--- config.mk ---
export PLATFORM = sky130hd
export DESIGN_NAME = regfile_debug_port
export DESIGN_NICKNAME = d
export VERILOG_FILES = /design/src/rtl/regfile_debug_port_pkg.sv /design/src/rtl/regfile_debug_port.sv
export SDC_FILE = /design/constraint.sdc
export NUM_CORES = 1
export LEC_CHECK = 0
export ABC_AREA = 1
export CAP_MARGIN = 40
export CORE_MARGIN = 1
export CORE_UTILIZATION = 51
export DETAILED_ROUTE_END_ITERATION = 7
export GPL_ROUTABILITY_DRIVEN = 0
export PLACE_DENSITY = 0.95
export RECOVER_POWER = 25
export SLEW_MARGIN = 0
export SYNTH_ARGS = -nofsm -noshare
export SYNTH_HDL_FRONTEND = slang
export SYNTH_SLANG_ARGS = --single-unit
--- constraint.sdc ---
create_clock -name clk -period 7.6 [get_ports clk]
set_input_delay 1.52 -clock clk [delete_from_list [all_inputs] [get_ports clk]]
set_output_delay 1.52 -clock clk [all_outputs]
set_load 0.05 [all_outputs]
--- src/rtl/regfile_debug_port_pkg.sv ---
// ============================================================================
// regfile_debug_port_pkg : opcodes, FSM encodings and response record shared
//                          by the debug access engine and its environment
// Revision 1.0
// ============================================================================
`default_nettype none

package regfile_debug_port_pkg;

  localparam int CMD_OP_W = 2;

  localparam logic [CMD_OP_W-1:0] OP_READ  = 2'd0;
  localparam logic [CMD_OP_W-1:0] OP_WRITE = 2'd1;
  localparam logic [CMD_OP_W-1:0] OP_DUMP  = 2'd2;
  localparam logic [CMD_OP_W-1:0] OP_RSVD  = 2'd3;

  localparam int ST_W = 3;
  localparam logic [ST_W-1:0] ST_IDLE       = 3'd0;
  localparam logic [ST_W-1:0] ST_CHECK      = 3'd1;
  localparam logic [ST_W-1:0] ST_WAIT_GRANT = 3'd2;
  localparam logic [ST_W-1:0] ST_READ       = 3'd3;
  localparam logic [ST_W-1:0] ST_WRITE      = 3'd4;
  localparam logic [ST_W-1:0] ST_RESP       = 3'd5;

  typedef struct packed {
    logic [4:0]  addr;
    logic [31:0] data;
    logic        err;
    logic        last;
  } rsp_t;

endpackage

`default_nettype wire

--- src/rtl/regfile_debug_port.sv ---
// ============================================================================
// regfile_debug_port : debug initiator for the integer register file; runs
//                      READ / WRITE / DUMP commands onto the rd1 and we ports
// Revision 1.0
// ============================================================================
`default_nettype none

module regfile_debug_port
  import regfile_debug_port_pkg::*;
#(
  parameter int REGISTER_DEPTH = 32,
  parameter int OP_W           = 2
) (
  input  logic            clk,
  input  logic            reset,
  input  logic            dbg_grant,
  input  logic            cmd_valid,
  output logic            cmd_ready,
  input  logic [OP_W-1:0] cmd_op,
  input  logic [4:0]      cmd_addr,
  input  logic [4:0]      cmd_last,
  input  logic [31:0]     cmd_wdata,
  output logic            rsp_valid,
  input  logic            rsp_ready,
  output logic [4:0]      rsp_addr,
  output logic [31:0]     rsp_data,
  output logic            rsp_err,
  output logic            rsp_last,
  output logic [4:0]      rf_a1,
  input  logic [31:0]     rf_rd1,
  output logic            rf_we,
  output logic [4:0]      rf_a3,
  output logic [31:0]     rf_wd,
  output logic            busy
);

  localparam logic [5:0] DEPTH = 6'(REGISTER_DEPTH);

  logic [ST_W-1:0] state;
  logic [ST_W-1:0] next_state;
  logic [OP_W-1:0] op_q;
  logic [4:0]      cur;
  logic [4:0]      end_idx;
  logic [31:0]     wd_q;
  rsp_t            rsp_q;
  logic            cmd_err;

  // cur holds cmd_addr while in CHECK, so it doubles as the first index here
  always_comb begin
    cmd_err = (op_q == OP_W'(OP_RSVD)) ||
              ({1'b0, cur} >= DEPTH) ||
              ((op_q == OP_W'(OP_DUMP)) &&
               (({1'b0, end_idx} >= DEPTH) || (end_idx < cur)));
  end

  always_ff @(posedge clk or posedge reset) begin
    if (reset) begin
      state <= ST_IDLE;
    end else begin
      state <= next_state;
    end
  end

  always_comb begin
    next_state = state;
    case (state)
      ST_IDLE:       if (cmd_valid) next_state = ST_CHECK;
      ST_CHECK:      next_state = cmd_err ? ST_RESP : ST_WAIT_GRANT;
      ST_WAIT_GRANT: begin
        if (dbg_grant) begin
          next_state = (op_q == OP_W'(OP_WRITE)) ? ST_WRITE : ST_READ;
        end
      end
      ST_READ,
      ST_WRITE:      next_state = dbg_grant ? ST_RESP : ST_WAIT_GRANT;
      ST_RESP: begin
        if (rsp_ready) begin
          next_state = rsp_q.last ? ST_IDLE : ST_WAIT_GRANT;
        end
      end
      default:       next_state = ST_IDLE;
    endcase
  end

  always_comb begin
    cmd_ready = (state == ST_IDLE);
    busy      = (state != ST_IDLE);
  end

  always_ff @(posedge clk or posedge reset) begin
    if (reset) begin
      op_q      <= '0;
      cur       <= '0;
      end_idx   <= '0;
      wd_q      <= '0;
      rsp_q     <= '0;
      rsp_valid <= 1'b0;
      rf_we     <= 1'b0;
      rf_a3     <= '0;
      rf_wd     <= '0;
    end else begin
      rf_we <= 1'b0;
      case (state)
        ST_IDLE: begin
          if (cmd_valid) begin
            op_q    <= cmd_op;
            cur     <= cmd_addr;
            end_idx <= cmd_last;
            wd_q    <= cmd_wdata;
          end
        end
        ST_CHECK: begin
          if (cmd_err) begin
            rsp_q.addr <= cur;
            rsp_q.data <= '0;
            rsp_q.err  <= 1'b1;
            rsp_q.last <= 1'b1;
            rsp_valid  <= 1'b1;
          end
        end
        ST_WAIT_GRANT: begin
          // write strobe is registered so it lines up with the WRITE state; x0 is never written
          if (dbg_grant && (op_q == OP_W'(OP_WRITE))) begin
            rf_we <= (cur != 5'd0);
            rf_a3 <= cur;
            rf_wd <= wd_q;
          end
        end
        ST_READ: begin
          if (dbg_grant) begin
            rsp_q.addr <= cur;
            rsp_q.data <= rf_rd1;
            rsp_q.err  <= 1'b0;
            rsp_q.last <= (op_q == OP_W'(OP_READ)) || (cur == end_idx);
            rsp_valid  <= 1'b1;
          end
        end
        ST_WRITE: begin
          if (dbg_grant) begin
            rsp_q.addr <= cur;
            rsp_q.data <= '0;
            rsp_q.err  <= 1'b0;
            rsp_q.last <= 1'b1;
            rsp_valid  <= 1'b1;
          end
        end
        ST_RESP: begin
          if (rsp_ready) begin
            rsp_valid <= 1'b0;
            if (!rsp_q.last) begin
              cur <= cur + 5'd1;
            end
          end
        end
        default: ;
      endcase
    end
  end

  assign rf_a1    = cur;
  assign rsp_addr = rsp_q.addr;
  assign rsp_data = rsp_q.data;
  assign rsp_err  = rsp_q.err;
  assign rsp_last = rsp_q.last;

endmodule

`default_nettype wire

-- After elaboration in Yosys (flattened, before gate mapping)
Cells that the tools add are included.
- bits in latches: 0
- bits in writable memories: 0
- output and inout bits: 85
- word-level logic and storage cells: 72
- memories kept: 0
- bits in registers: 125
- memory bits (read-only): 0
- bits of input ports: 81
- magnitude comparators: 1
- multipliers: 0
- bitwise operators: 0
- div/mod/pow operators: 0
- $add $sub $neg: 1
- equal/unequal tests: 17
- shift operators: 0
- multiplexer cells: 22
- reduce and logical (&&, ||, !) cells: 18
- operator list (kind ; number):
    39-bit 2-to-1 mux ; 3
    39-bit case mux with 3 select lines ; 1
    3-bit 2-to-1 mux ; 6
    5-bit 2-to-1 mux ; 3
    3-bit case mux with 5 select lines ; 1
    2-bit inequality test (second input constant) ; 7
    4-bit AND reduction ; 3
    5-bit case mux with 2 select lines ; 1
    3-bit nonzero test ; 3
    3-bit by 2-bit == test with 1-bit output (second input constant) ; 2
    3-bit == test (second input constant) ; 2
    5-bit by 1-bit adder with 5-bit output (second input constant) ; 1
    5-bit == test ; 1
    5-bit less-than comparator ; 1
    1-bit 2-to-1 mux ; 5
    5-bit nonzero test ; 1
    2-bit == test (second input constant) ; 2
    2-bit AND reduction ; 2
    3-bit by 1-bit == test with 1-bit output (second input constant) ; 1
    3-bit logical NOT ; 1
    1-bit case mux with 3 select lines ; 1
    3-bit AND reduction ; 1
    2-bit by 1-bit == test with 1-bit output (second input constant) ; 1
    1-bit logical AND ; 2
    other kinds (6) ; 7

-- Logic depth before layout (Yosys ltp)
Gate-level depths: netlist of run 1.
- word-level depth: 5
- mapped depth: 12
- depth with buffers taken out: 11

-- Least setup slack after synthesis of run 1
OpenSTA, ideal clock, no wires.
- kind: register to output
- start: register state[2]
- end: output port cmd_ready
- stages on the path, launching flop included: 5
- data arrival time: 1.259 ns
- path buffers: 1
- required time: 6.080 ns
- path slack: 4.821 ns
- cell sequence: dfrtp_1 -> buf_6 -> inv_2 -> nand3_2 -> inv_2
- longest elaborated chain between the ends: 1
- ends and longest elaborated chain (item ; line ; source):
    start, declared ; regfile_debug_port.sv:39 ; logic [ST_W-1:0] state;
    start signal, assigned ; regfile_debug_port.sv:60 ; state <= next_state;
    3-bit logical NOT ; regfile_debug_port.sv:86 ; cmd_ready = (state == ST_IDLE);
    end, declared ; regfile_debug_port.sv:18 ; output logic cmd_ready,
No other way between the ends.

==> results.cfg, run 1 <==
[outcome]
status = finished, violations left
violations = capacitance limit, slew limit

[grt]
grt_start_max_net_pins = 60
grt_pass1_wl_microns = 22100
antenna_found_initial = 0
grtUsageTotal = 0.249
grt_pass1_vias = 4490
grt_overflow = 0

[final_layout]
finalNonFillerCells = 848
drive_above_1_share = 0.199
antennaDiodeCount = 0
area_growth_pct = 41.4
final_cell_mix = clkdlybuf4s50_1 (162), nand2_1 (146), dfrtp_1 (125)
finalNetCount = 788
final_common_cell = clkdlybuf4s50_1

[clock_network]
clock_sinks = 125
cts_resized = 0
cts_tree = yes
clk_latency_ns = 0.50
cts_buffers = 17
cts_max_path_buffers = 2
cts_root_buf = clkbuf_8
postCtsHoldBufs = 0
htree_levels = 4
clkTransAtPathRegs_ns = 0.06
post_cts_buffers = 0

[pwr]
clockPowerShare = 0.204
powerDensity_mw_per_mm2 = 475
pwr-share-comb = 0.492
p_sw_frac = 0.450
p_seq_frac = 0.304
p_leak_nw = 3.56
power_switching_mw = 1.67
peakVddDrop_v = 0.000235
p_int_mw = 2.04

[timing]
skew_ns = 0.00632
worst_slew_margin_rel = -0.296
hold_viol = 0
clock.fmax_mhz = 241
finalSetupViolations = 0
finalCriticalPeriod_ns = 4.15
drv_slew = 35
setup-tns-final_ns = 0
post-route-period-util = 0.546
rsz0062_at_grt = false
worst_slew_pin_slew_ns = 1.94

[synthesis]
synth_compound_area_frac = 0.0998
synthAdderAreaFrac = 0.0159
syn_nets = 623
muxShareOfSynthArea = 0.0572
ys.warnings.count = 0
synth_top_family_by_area = simple AND/OR/NAND/NOR gates
netlist_instances = 535
syn_area_per_cell_sq_um = 10.3
synth_simple_gate_area_share = 0.199
yosys.area_share.xor_xnor = 0.00159
yosysUniqueCellTypes = 34
seq_area_frac_synth = 0.567
syn_area_sq_mm = 0.00551
ys_ff_latch = 125

[hold_path]
hp-class = register to register

[drt]
drc = 0
drtAntennaViolNets = 0
wirelength_microns = 13100
vias_per_cell = 5.11
drt_iter0_markers = 315
wl_per_cell_microns = 15.4
drtPass1Iterations = 4
vias = 4332

[floorplanning]
pin_count = 166
die_h_microns = 106
die_w_microns = 106
dieArea_sq_mm = 0.0112
initial_core_util = 0.529
rows = 37
core_sq_mm = 0.0104

[place]
placed_cells = 817
portBuffers = 165
dpl.hpwl_microns = 9240

[critical_path]
cp.arrival_ns = 4.38
max_stage_delay_ns = 1.46
cp-start-kind = primary input
crit_type = primary input to asynchronous set/reset pin
crit_fanout = 35
crit_required_ns = 7.83
path_cells = dlygate4sd3_1 -> clkinvlp_2 -> clkbuf_1
endpoint_kind = asynchronous set/reset pin
crit_path_top_delay_cell = clkbuf_1

[flow_run]
maxCapViolCount = 1
[per-stage QoR]
step / power [mW] / util / instance area, sq um / worst slack [ns] / hold slack, ns
6_report: 3.70 / 0.748 / 7790 / 3.45 / 0.475
5_1_grt: 3.92 / 0.748 / 7790 / 2.90 / 0.498
4_1_cts: 3.74 / 0.752 / 7830 / 3.78 / 0.480
3_5_place_dp: 2.97 / 0.698 / 7270 / 4.25 / 0.466
3_3_place_gp: 2.86 / 0.685 / 7140 / 3.56 / 0.458
2_1_floorplan: 2.46 / - / 5510 / 2.75 / 0.465
[cells in the mapped netlist (all sizes together)]
cell type	number	area [sq um]
inv	30	113
nand2	179	767
mux2	28	315
or2	4	30.0
o211ai	2	15.0
ha	7	87.6
o31ai	1	7.51
nor2	18	82.6
nand4	2	12.5
dfrtp	125	3130
and2	1	6.26
a21oi	14	81.3
nor3	1	5.00
buf	20	188
xor2	1	8.76
nand3	31	173
clkbuf	7	26.3
nor4	1	21.3
a41oi	1	16.3
o21ai	62	430
[cells by family (layout without fill, tap and decap cells)]
family / Yosys count / after routing
simple gates: 237 / 237
flops: 125 / 125
compound gates: 80 / 80
buf+inv: 57 / 234
mux: 28 / 28
fa+ha+maj: 7 / 7
xor+xnor: 1 / 1
[worst max-delay path, delay by kind of cell]
kind,cells,cell delay (ns)
buf+inv,3,2.82
[registers in the layout, indices dropped and copies added (netlist names)]
name	flops
rsp_addr	5
rsp_valid	1
state	3
rf_a3	5
rsp_data	32
rf_a1	5
op_q	2
wd_q	32
rsp_last	1
rf_we	1
end_idx	5
rsp_err	1
rf_wd	32
[power by group through the flow]
stage / clock network (mW) / registers [mW] / logic (mW)
2_1_floorplan: 0 / 1.66 / 0.801
3_3_place_gp: 0 / 1.12 / 1.75
3_5_place_dp: 0 / 1.13 / 1.84
4_1_cts: 0.772 / 1.13 / 1.85
5_1_grt: 0.804 / 1.16 / 1.95
6_report: 0.757 / 1.13 / 1.82
[area by class of cell]
| cell class | instances | area [sq um] |
|---|---|---|
| Inverter | 30 | 114 |
| Clock inverter | 13 | 144 |
| Timing Repair Buffer | 173 | 1780 |
| Multi-Input combinational cell | 353 | 2040 |
| Clock buffer | 18 | 418 |
| Fill cell | 703 | 2620 |
| Sequential cell | 125 | 3130 |
| Tap cell | 136 | 170 |
[per-layer routing]
metal,global-route usage,part of all wire
met4,0.0675,0.011
met1,0.325,0.42
met5,0,0
met2,0.408,0.49
met3,0.0730,0.079
[path summary, 6_finish.rpt]
kind,startpoint,endpoint,slack (ns),depth (start not counted)
max,reset,wd_q[0]$_DFFE_PP0P_,3.45,3
min,rsp_err$_DFFE_PP0P_,rsp_err$_DFFE_PP0P_,0.47,2
max reg2reg,rf_a1[2]$_DFFE_PP0P_,rsp_data[6]$_DFFE_PP0P_,5.23,11
min reg2reg,rsp_err$_DFFE_PP0P_,rsp_err$_DFFE_PP0P_,0.47,2
max in group clk,state[2]$_DFFE_PP0P_,cmd_ready,3.86,4
min in group asynchronous,reset,rsp_data[4]$_DFFE_PP0P_,1.78,2
Note: power is estimated with default switching activity, not from simulation.
==> run 2, diff against run 1 <==
--- a/config.mk
+++ b/config.mk
@@ -8,10 +8,10 @@
 export ABC_AREA = 1
 export CAP_MARGIN = 40
 export CORE_MARGIN = 1
-export CORE_UTILIZATION = 51
+export CORE_UTILIZATION = 47
 export DETAILED_ROUTE_END_ITERATION = 7
 export GPL_ROUTABILITY_DRIVEN = 0
-export PLACE_DENSITY = 0.95
+export PLACE_DENSITY = 0.9
 export RECOVER_POWER = 25
 export SLEW_MARGIN = 0
 export SYNTH_ARGS = -nofsm -noshare
==> constraint.sdc (replaced) <==
create_clock -name clk -period 3.97 [get_ports clk]
set_input_delay 0.794 -clock clk [delete_from_list [all_inputs] [get_ports clk]]
set_output_delay 0.794 -clock clk [all_outputs]
set_load 0.05 [all_outputs]
==> results.cfg, run 2 (synthesis results as in run 1) <==
[drt]
wirelength_microns = 13300
drc = 0
vias_per_cell = 5.10
wl_per_cell_microns = 15.5
drtPass1Iterations = 4
drt_iter0_markers = 233
drtAntennaViolNets = 0
vias = 4363

[floorplanning]
dieArea_sq_mm = 0.0122
core_sq_mm = 0.0114
die_h_microns = 110
rows = 39
initial_core_util = 0.483
pin_count = 166
die_w_microns = 110

[timing]
skew_ns = 0.00907
setup_slack_ns = 1.08
finalCriticalPeriod_ns = 2.89
clock.fmax_mhz = 346
rsz0062_at_grt = false
hold_viol = 0
setup-tns-final_ns = 0
finalSetupViolations = 0
post-route-period-util = 0.729
drv_slew = 0
worst_slew_pin_slew_ns = 1.36
worst_slew_margin_rel = 0.0937

[clock_network]
post_cts_buffers = 0
clock_sinks = 125
cts_resized = 0
clkTransAtPathRegs_ns = 0.06
cts_buffers = 17
cts_tree = yes
postCtsHoldBufs = 0
cts_max_path_buffers = 2
clk_latency_ns = 0.41
cts_root_buf = clkbuf_16
htree_levels = 4

[grt]
grtUsageTotal = 0.227
busiest_layer = met2
grt_start_max_net_pins = 58
use_met2 = 0.373
grt_overflow = 0
grt_pass1_wl_microns = 20800
antenna_found_initial = 0
grt_pass1_vias = 4345
grt_use_met3 = 0.0670
grtUsageMet1 = 0.279

[critical_path]
critPathTopFamily = buffers and inverters
crit_top_cell = inv_2
crit_buf_inv = 3
crit_type = register to output port
cp.arrival_ns = 2.10
crit_required_ns = 3.18
max_stage_delay_ns = 0.79
endpoint_kind = output port
crit_fanout = 7
cp-start-kind = register
crit_path_top_delay_cell = clkdlybuf4s50_1
path_cells = inv_2 -> nand3_2 -> inv_2 -> clkdlybuf4s50_1

[outcome]
status = completed

[final_layout]
utilization = 0.684
drive_above_1_share = 0.201
seq_area_sq_mm = 0.00313
fillers = 851
multi_input_area_sq_mm = 0.00203
final_common_cell = clkdlybuf4s50_1
area_growth_pct = 41.6
finalNonFillerCells = 855
final_cell_mix = clkdlybuf4s50_1 (164), nand2_1 (147), dfrtp_1 (125)
antennaDiodeCount = 0
finalNetCount = 787

[place]
portBuffers = 165
placed_cells = 823
dp_worst_setup_slack_ns = 1.27
dpl.hpwl_microns = 9380

[pwr]
p_leak_nw = 3.58
powerDensity_mw_per_mm2 = 928
peakVddDrop_v = 0.000541

[hold_path]
hp-class = register to register

[flow_run]
maxCapViolCount = 0
## run 2: changes by cell type in the layout (fill, tap and decap cells not counted), sizes merged, moves of 2 or more
cell	before	now
dlygate4sd3	3	1
clkinv	6	4
clkinvlp	5	2
clkdlybuf4s50	162	164
inv	30	35
## run 2: final timing paths
| path | from | to | slack [ns] | cells after the start |
|---|---|---|---|---|
| hold / removal | rsp_err$_DFFE_PP0P_ | rsp_err$_DFFE_PP0P_ | 0.48 | 2 |
| max in group asynchronous | reset | rf_wd[21]$_DFFE_PP0P_ | 1.35 | 3 |
| hold reg to reg | rsp_err$_DFFE_PP0P_ | rsp_err$_DFFE_PP0P_ | 0.48 | 2 |
| min in group asynchronous | reset | rsp_data[22]$_DFFE_PP0P_ | 0.91 | 2 |
| setup / recovery | state[2]$_DFFE_PP0P_ | cmd_ready | 1.08 | 4 |
| setup reg to reg | rf_a1[2]$_DFFE_PP0P_ | rsp_addr[4]$_DFFE_PP0P_ | 1.49 | 10 |
## run 2: layout make-up
cell class	count	share of cell area
timing repair buffer	172	0.223
multi-input combinational	353	0.260
clock buffer	18	0.0562
sequential	125	0.401
tap	143	0.0229
clock inverter	14	0.0231
inverter	30	0.0146
## run 2: metal layers
| metal | wire [microns] | vias to the layer above |
|---|---|---|
| li1 | - | 2064 |
| met1 | 5500 | 2084 |
| met2 | 6330 | 192 |
| met3 | 1200 | 23 |
| met4 | 228 | 0 |
| met5 | 0 | - |
## run 2: metrics by stage
stage | total power [mW] | instance area, sq um | hold WS, ns
floorplan | 4.71 | 5520 | 0.465
global placement | 5.54 | 7180 | 0.460
detailed placement | 5.69 | 7230 | 0.459
CTS | 7.33 | 7850 | 0.483
global route | 7.67 | 7810 | 0.502
finish | 7.25 | 7810 | 0.478
## run 2: tightest hold or removal path, stage by stage (launching register included)
cell and delay, ns:
dfrtp_1 0.34, nand2_1 0.06, nand2_1 0.05
## run 2: report_power, final
| group | switching [mW] | internal, mW | total, mW |
|---|---|---|---|
| clock | 0.593 | 1.02 | 1.61 |
| sequential | 0.354 | 1.80 | 2.16 |
| combinational | 2.28 | 1.19 | 3.48 |
| total | 3.23 | 4.01 | 7.25 |
==> run 3, diff against run 2 <==
==> constraint.sdc (replaced) <==
create_clock -name clk -period 2.75 [get_ports clk]
set_input_delay 0.55 -clock clk [delete_from_list [all_inputs] [get_ports clk]]
set_output_delay 0.55 -clock clk [all_outputs]
set_load 0.05 [all_outputs]
==> results.cfg, run 3 (synthesis results as in run 1) <==
[timing]
hold_viol = 0
finalCriticalPeriod_ns = 2.66
setup-tns-final_ns = 0
worst_slew_margin_rel = -0.121
rsz0062_at_grt = false
clock.fmax_mhz = 376
holdWs_ns = 0.472
skew_ns = 0.0123
drv_slew = 126
finalSetupViolations = 0
setup_slack_ns = 0.0920
worst_slew_pin_slew_ns = 1.68
post-route-period-util = 0.967

[clock_network]
cts_max_path_buffers = 2
clock_sinks = 125
postCtsHoldBufs = 0
clk_latency_ns = 0.42
cts_tree = yes
cts_buffers = 17
cts_root_buf = clkbuf_16
htree_levels = 4
clkTransAtPathRegs_ns = 0.05

[pwr]
p_int_mw = 5.83
pwr-share-comb = 0.491
clockPowerShare = 0.212
p_seq_frac = 0.298
p_leak_nw = 3.62
power_switching_mw = 4.65
power.total_mw = 10.5
p_sw_frac = 0.444
powerDensity_mw_per_mm2 = 1330
peakVddDrop_v = 0.000992

[floorplanning]
pin_count = 166
die_h_microns = 110
initial_core_util = 0.483
die_w_microns = 110
rows = 39
core_sq_mm = 0.0114
dieArea_sq_mm = 0.0122

[grt]
grt_overflow = 0
grt_start_max_net_pins = 126
grt_pass1_wl_microns = 21100
grtUsageTotal = 0.234
grt_pass1_vias = 4386
antenna_found_initial = 0

[critical_path]
path_cells = inv_2 -> nand3_2 -> clkdlybuf4s50_1
crit_required_ns = 2.20
crit_path_top_delay_cell = clkdlybuf4s50_1
cp-start-kind = register
crit_fanout = 7
crit_type = register to output port
max_stage_delay_ns = 0.84
endpoint_kind = output port
cp.arrival_ns = 2.11

[final_layout]
finalNetCount = 794
antennaDiodeCount = 0
fillers = 837
final_cell_area_sq_mm = 0.00788
area_growth_pct = 43.0
final_cell_mix = clkdlybuf4s50_1 (163), nand2_1 (145), dfrtp_1 (125)
drive_above_1_share = 0.216
final_common_cell = clkdlybuf4s50_1

[drt]
vias_per_cell = 5.04
vias = 4347
drtAntennaViolNets = 0
wl_per_cell_microns = 15.9
wirelength_microns = 13700
drt_iter0_markers = 193
drtPass1Iterations = 4
drc = 0

[place]
portBuffers = 165
dp_worst_setup_slack_ns = 0.480
place_area_sq_mm = 0.00730
dpl.hpwl_microns = 9500

[hold_path]
hp-class = register to register

[flow_run]
maxCapViolCount = 1

[outcome]
violations = capacitance limit, slew limit
status = finished, violations left
[run 3: cell types whose count changed in the layout (fill, tap and decap cells not counted), sizes merged, moves of 2 or more]
cell,delta
buf,+8
inv,-5
clkbuf,+3
clkinvlp,+2
[run 3: area by class of cell]
type                            instances  area (sq um)  area share
Sequential cell                       125          3130       0.397
Multi-Input combinational cell        353          2060       0.261
Timing Repair Buffer                  179          1800       0.229
Clock buffer                           22           484      0.0614
Tap cell                              143           179      0.0227
Inverter                               30           116      0.0148
Clock inverter                         10           111      0.0141
[run 3: timing repair]
| item | CTS | global route |
|---|---|---|
| buffers inserted | 0 | 0 |
| setup endpoints to repair | 0 | 1 |
| resized for setup | 0 | 1 |
[run 3: final timing paths]
kind / start / end / slack [ns] / depth (start not counted)
worst min-delay path: rf_wd[24]$_DFFE_PP0P_ / rf_wd[24]$_DFFE_PP0P_ / 0.47 / 2
worst min register to register: rf_wd[24]$_DFFE_PP0P_ / rf_wd[24]$_DFFE_PP0P_ / 0.47 / 2
max in group asynchronous: reset / wd_q[26]$_DFFE_PP0P_ / 0.45 / 3
worst max-delay path: state[2]$_DFFE_PP0P_ / busy / 0.09 / 3
min in group asynchronous: reset / rsp_data[23]$_DFFE_PP0P_ / 1.24 / 3
worst max register to register: rf_a1[2]$_DFFE_PP0P_ / rsp_data[0]$_DFFE_PP0P_ / 0.51 / 11
[run 3: metal layers]
layer | global-route usage | wire length [microns]
met5 | 0 | 0
met4 | 0.0855 | 177
met2 | 0.401 | 6800
met1 | 0.258 | 5340
met3 | 0.101 | 1380
[run 3: metrics by stage]
step / cells / util
floorplan: 535 / -
global placement: 829 / 0.637
detailed placement: 830 / 0.639
CTS: 862 / 0.691
global route: 862 / 0.690
finish: 862 / 0.690
[run 3: power groups by stage]
| stage | sequential (mW) | combinational, mW | clock [mW] |
|---|---|---|---|
| global placement | 3.08 | 4.99 | 0 |
| global route | 3.20 | 5.53 | 2.34 |
| detailed placement | 3.12 | 5.17 | 0 |
| CTS | 3.12 | 5.20 | 2.26 |
| floorplan | 4.58 | 2.21 | 0 |
| finish | 3.12 | 5.14 | 2.22 |
[run 3: critical path: cells and delay by family (launching register included)]
kind	cells	cell delay, ns
and+or+nand+nor	1	0.18
buffers and inverters	2	0.92
DFF	1	0.60
